### src/rtl/zxuno_strwr_pkg.sv
// Shared constants and state encoding for the ZX-UNO string-write register.
// Imported by the bank and the top level.
package zxuno_strwr_pkg;

   localparam logic [7:0]  DEF_REGADDR = 8'hF9;
   localparam int unsigned DEF_LEN     = 16;
   localparam logic [7:0]  NUL         = 8'h00;

   typedef enum logic [1:0] {
      ST_IDLE    = 2'd0,
      ST_WRITING = 2'd1,
      ST_DONE    = 2'd2
   } strwr_state_t;

   function automatic logic is_nul_byte(input logic [7:0] b);
      return b == NUL;
   endfunction

endpackage

### src/rtl/zxuno_strwr_bank.sv
// Shadow and committed character arrays: byte write into shadow, single-edge
// bulk copy shadow->committed, and a registered read of the committed array.
module strwr_bank
   import zxuno_strwr_pkg::*;
#(
   parameter int unsigned LEN = DEF_LEN,
   parameter int unsigned AW  = $clog2(LEN)
) (
   input  logic          clk,
   input  logic          rst,
   input  logic          wr_en,
   input  logic [AW-1:0] wr_addr,
   input  logic [7:0]    wr_data,
   input  logic          copy,
   input  logic [AW-1:0] rd_addr,
   output logic [7:0]    rd_data
);

   logic [7:0] shadow    [LEN];
   logic [7:0] committed [LEN];

   always_ff @(posedge clk) begin
      if (rst) begin
         for (int unsigned i = 0; i < LEN; i++) begin
            shadow[i]    <= '0;
            committed[i] <= '0;
         end
      end else begin
         if (wr_en)
            shadow[wr_addr] <= wr_data;
         // Copy sees the shadow as it stood before this edge.
         if (copy)
            for (int unsigned i = 0; i < LEN; i++)
               committed[i] <= shadow[i];
      end
   end

   always_ff @(posedge clk) begin
      if (rst)
         rd_data <= '0;
      else
         rd_data <= committed[rd_addr];
   end

endmodule

### src/rtl/zxuno_strwr.sv
// ZX-UNO string-write register: collects bytes written to REGADDR and commits
// the whole string atomically on NUL or on the LEN-th character.
module zxuno_strwr
   import zxuno_strwr_pkg::*;
#(
   parameter logic [7:0]  REGADDR = DEF_REGADDR,
   parameter int unsigned LEN     = DEF_LEN
) (
   input  logic                   clk,
   input  logic                   rst,
   input  logic [7:0]             zxuno_addr,
   input  logic                   zxuno_regwr,
   input  logic [7:0]             din,
   input  logic                   regaddr_changed,
   input  logic [$clog2(LEN)-1:0] rd_addr,
   output logic [7:0]             rd_data,
   output logic [$clog2(LEN):0]   str_len,
   output logic                   str_valid,
   output logic                   commit,
   output logic                   overflow
);

   localparam int unsigned AW = $clog2(LEN);
   localparam int unsigned PW = AW + 1;

   strwr_state_t  state, state_n;
   logic [PW-1:0] ptr;
   logic          is_nul;

   logic          wr_act, restart;
   logic          cap, do_commit, ptr_inc, set_ovf;
   logic [PW-1:0] commit_len;

   assign wr_act  = (zxuno_addr == REGADDR) && zxuno_regwr;
   assign restart = regaddr_changed && (zxuno_addr == REGADDR);

   always_comb begin
      state_n    = state;
      cap        = 1'b0;
      do_commit  = 1'b0;
      ptr_inc    = 1'b0;
      set_ovf    = 1'b0;
      commit_len = ptr;
      if (restart) begin
         state_n = ST_IDLE;
      end else begin
         case (state)
            ST_IDLE: begin
               if (wr_act) begin
                  cap     = 1'b1;
                  state_n = ST_WRITING;
               end
            end
            ST_WRITING: begin
               if (!wr_act) begin
                  if (is_nul) begin
                     do_commit  = 1'b1;
                     commit_len = ptr;
                     state_n    = ST_DONE;
                  end else if (ptr == PW'(LEN - 1)) begin
                     do_commit  = 1'b1;
                     commit_len = PW'(LEN);
                     state_n    = ST_DONE;
                  end else begin
                     ptr_inc = 1'b1;
                     state_n = ST_IDLE;
                  end
               end
            end
            ST_DONE: begin
               if (wr_act)
                  set_ovf = 1'b1;
            end
            default: state_n = ST_IDLE;
         endcase
      end
   end

   always_ff @(posedge clk) begin
      if (rst)
         state <= ST_IDLE;
      else
         state <= state_n;
   end

   always_ff @(posedge clk) begin
      if (rst) begin
         ptr       <= '0;
         is_nul    <= 1'b0;
         str_len   <= '0;
         str_valid <= 1'b0;
         commit    <= 1'b0;
         overflow  <= 1'b0;
      end else begin
         commit <= do_commit;
         if (restart) begin
            ptr      <= '0;
            overflow <= 1'b0;
         end else begin
            if (ptr_inc)
               ptr <= ptr + 1'b1;
            if (set_ovf)
               overflow <= 1'b1;
         end
         if (cap)
            is_nul <= is_nul_byte(din);
         if (do_commit) begin
            str_len   <= commit_len;
            str_valid <= 1'b1;
         end
      end
   end

   strwr_bank #(
      .LEN (LEN),
      .AW  (AW)
   ) u_bank (
      .clk     (clk),
      .rst     (rst),
      .wr_en   (cap),
      .wr_addr (ptr[AW-1:0]),
      .wr_data (din),
      .copy    (do_commit),
      .rd_addr (rd_addr),
      .rd_data (rd_data)
   );

endmodule
### config.mk
export PLATFORM = sky130hd
export DESIGN_NAME = zxuno_strwr
export DESIGN_NICKNAME = d
export VERILOG_FILES = /design/src/rtl/zxuno_strwr_pkg.sv /design/src/rtl/zxuno_strwr_bank.sv /design/src/rtl/zxuno_strwr.sv
export SDC_FILE = /design/constraint.sdc
export NUM_CORES = 1
export LEC_CHECK = 0
export CAP_MARGIN = 10
export CORE_MARGIN = 2
export CORE_UTILIZATION = 40
export CTS_BUF_LIST = sky130_fd_sc_hd__clkbuf_8
export CTS_CLUSTER_SIZE = 10
export DETAILED_ROUTE_END_ITERATION = 8
export GPL_ROUTABILITY_DRIVEN = 0
export PLACE_DENSITY = 0.58
export SLEW_MARGIN = 20
export SYNTH_ARGS = -nofsm -noshare
export SYNTH_HDL_FRONTEND = slang
export SYNTH_HIERARCHICAL = 1
export SYNTH_SLANG_ARGS = --single-unit
### constraint.sdc
create_clock -name clk -period 3.21 [get_ports clk]
set_input_delay 0.8025 -clock clk [delete_from_list [all_inputs] [get_ports clk]]
set_output_delay 0.8025 -clock clk [all_outputs]
set_load 0.01 [all_outputs]
==> reports/metrics.yaml <==
worst_hold_path:
  hold_path_class: "reg -> reg"
  min_path_cells: 2
  min_to: "str_valid$_SDFFE_PP0P_"
  hold_path_startpoint: "str_valid$_SDFFE_PP0P_"
layout:
  syn_to_final_growth_pct: 17.7
  fillers: 2509
  final_area_um2: 13800
  nets: 929
  finalNonFillerCells: 1320
  antenna_cells: 0
  drive_above_1_share: 0.160
detailed_routing:
  dr.pass1.iters: 5
  drc_errors: 0
  routed_wirelength_mm: 24.6
  vias: 6342
  first_iter_violations: 399
  ant_nets: 0
  avgRoutedWirePerCell_um: 18.6
  vias_per_cell: 4.80
synth:
  synth_top_area_cell: "edfxtp_1"
  synth_cell_types: 43
  syn_area_per_cell_um2: 14.7
  synthesis.instances: 794
  synth_nets: 821
  netlist_area_um2: 11700
  ys_ff_latch: 280
  yosys_warnings: 6
  yosysSeqAreaShare: 0.698
  synth.area.top_cells: "edfxtp_1 (66%), and2_1 (11%), mux2i_1 (4.5%)"
  synth_top_area_frac: 0.657
placed_design:
  place_inst: 1239
  postPlaceCellArea_um2: 13000
  detailed_place_hpwl_mm: 15.5
  portBuffers: 39
grt:
  grt_max_degree: 81
  track_usage: 0.166
  antenna_found_initial: 1
  grt_first_pass_wirelength_mm: 38.6
  grt_pass1_vias: 6518
  globalRouteOverflowTotal: 0
flow_run:
  cap_viol_max_count: 0
worst_setup_path:
  worst-r2r-cell-count: 9
  endpoint_kind: "flop"
  path_cells: "clkdlybuf4s50_1, nand4bb_4, nor2_1, nand2_1, nor4_1, buf_4, nor3b_1, nand2b_1, nor2_1, or2_1"
  critPathMaxStageDelay_ns: 0.40
  worst-endpoint-required_ns: 3.41
  arrival_ns: 3.13
  crit_path_start_kind: "input port"
  r2r_slack_ns: 0.85
  crit_buf_inv: 2
  crit_family: "simple AND/OR/NAND/NOR gates"
  worst_path_max_delay_cell: "clkdlybuf4s50_1"
  timing.rr.end: "u_bank/committed[5][2]$_SDFFCE_PN0P_"
  crit_top_cell: "nor2_1"
  critPathKind: "in -> reg"
  r2r-start: "ptr[0]$_SDFFE_PP0P_"
  path_max_fanout: 8
cts:
  root_buffer: "clkbuf_8"
  ctsHoldBuffers: 0
  numCtsBuffers: 45
  cts_setup_buffers: 0
  cts_repair_resize_count: 0
  clk_pin_slew_worst_paths_ns: 0.06
  htree_levels: 2
  cts.sinks: 280
  cts_max_path_buffers: 3
  cts_tree: "built"
  insertion_delay_ns: 0.55
die:
  rows: 62
  dieArea_um2: 30600
  chipHeight_um: 175
  die_w_um: 175
  core_area_um2: 28800
  start_util: 0.407
  pin_count: 40
timing:
  fmax_ghz: 0.342
  period_share: 0.911
  rsz0062_at_grt: "false"
  tightest_slew_ns: 0.763
  slew_headroom: 0.490
  hold_viol_final: 0
  skew_ns: 0.0211
  finalSetupViolCount: 0
  report.final.slew_viol_count: 0
  finalWorstPathRequiredPeriod_ns: 2.92
pwr:
  p_total_mw: 7.29
  ir_worst_vdd_v: 0.000250
  p_per_area_nw_per_um2: 529
  cellLeakagePower_nw: 5.20
run_status:
  status: "completed"
[through the flow]
step,hold WS (ns),TNS (ns),utilization,worst slack (ns)
after floorplan,0.470,0,-,0.331
after global placement,0.435,-18.48,0.451,-0.277
final,0.452,0,0.479,0.287
after global routing,0.489,0,0.479,0.0433
after detailed placement,0.448,-18.72,0.451,-0.269
after CTS,0.458,0,0.479,0.289
[cells in the mapped netlist, drive strengths merged]
library cell and n:
a21o 1, a21oi 5, a22o 4, a22oi 25, a41oi 1, and2 209
and2b 2, buf 12, clkbuf 26, dfxtp 24, edfxtp 256, ha 3
inv 7, mux2i 53, mux4 7, nand2 13, nand2b 7, nand3 15
nand4 1, nand4b 1, nand4bb 2, nor2 24, nor2b 52, nor3 7
nor3b 2, nor4 1, nor4b 1, o211ai 3, o21ai 2, o311ai 2
o32ai 1, or2 18, or3 3, or4 2, or4b 1, xor2 1
[cell type report]
| cell class | instances | area (um2) | share of cell area |
|---|---|---|---|
| Multi-Input combinational cell | 469 | 3330 | 0.242 |
| Timing Repair Buffer | 99 | 971 | 0.0705 |
| Clock inverter | 33 | 140 | 0.0102 |
| Inverter | 7 | 26.3 | 0.00191 |
| Clock buffer | 48 | 661 | 0.0479 |
| Sequential cell | 280 | 8170 | 0.593 |
| Tap cell | 384 | 480 | 0.0349 |
[worst register-to-register path, stage by stage, from the launching register on]
cell      delay, ns
dfxtp_1        0.38
ha_1           0.24
nand3_1        0.12
inv_1          0.05
ha_1           0.19
or2_2          0.30
o311ai_4       0.09
inv_1          0.09
or2_4          0.36
buf_12         0.25
[per-layer routing]
| metal | vias up | wire length (um) | part of all wire | track usage |
|---|---|---|---|---|
| met5 | - | 0 | 0 | 0 |
| met4 | 0 | 483 | 0.020 | 0.0580 |
| met3 | 42 | 1090 | 0.044 | 0.0246 |
| li1 | 3068 | - | - | - |
| met2 | 154 | 11900 | 0.48 | 0.273 |
| met1 | 3078 | 11100 | 0.45 | 0.227 |
[where the power goes]
part	switching (mW)	internal, mW	total, mW
sequential	0.0360	4.12	4.15
combinational	0.248	0.168	0.416
clock	1.34	1.38	2.72
[flip-flops by register name, indices dropped and copies added (netlist names)]
name,flops
commit,1
is_nul,1
overflow,1
ptr,5
state,2
str_len,5
str_valid,1
u_bank/committed,128
u_bank/rd_data,8
u_bank/shadow,128
[worst max-delay path by stage]
stage / start / to / slack, ns / cells after the start
after floorplan: zxuno_addr[2] / u_bank/shadow[4][0]$_SDFFCE_PN0P_ / 0.33 / 8
final: zxuno_addr[2] / u_bank/shadow[4][2]$_SDFFCE_PN0P_ / 0.29 / 10
after CTS: zxuno_addr[5] / u_bank/shadow[4][3]$_SDFFCE_PN0P_ / 0.29 / 10
after global routing: zxuno_addr[6] / u_bank/shadow[4][2]$_SDFFCE_PN0P_ / 0.04 / 10
after detailed placement: zxuno_addr[2] / u_bank/shadow[6][5]$_SDFFCE_PN0P_ / -0.27 / 11
after global placement: zxuno_addr[6] / u_bank/shadow[6][2]$_SDFFCE_PN0P_ / -0.28 / 11
[cells in the final DEF, fill, tap and decap left out, types with 9 or more instances in the layout]
| cell type | synthesis | layout |
|---|---|---|
| clkdlybuf4s50_1 | 0 | 37 |
| inv_1 | 7 | 23 |
| mux2i_1 | 53 | 53 |
| dfxtp_1 | 24 | 24 |
| buf_12 | 0 | 11 |
| a22oi_1 | 25 | 25 |
| nand2_1 | 13 | 13 |
| nor2b_1 | 52 | 51 |
| buf_4 | 2 | 50 |
| or2_2 | 10 | 9 |
| nor2_1 | 23 | 23 |
| clkbuf_8 | 0 | 48 |
| edfxtp_1 | 256 | 256 |
| nand3_1 | 15 | 15 |
| and2_1 | 209 | 209 |
[cell families (layout without fill, tap and decap cells)]
kind of cell / Yosys count / count (layout) / share of synthesized area
flip-flops: 280 / 280 / 0.698
AND/OR/NAND/NOR: 361 / 361 / 0.191
XOR/XNOR: 1 / 1 / 0.000748
adder cells (fa/ha/maj): 3 / 3 / 0.00321
buffers and inverters: 45 / 187 / 0.0182
AO/OA/AOI/OAI: 44 / 44 / 0.0306
multiplexers: 60 / 60 / 0.0588
Note: power is estimated with default switching activity, not from simulation.
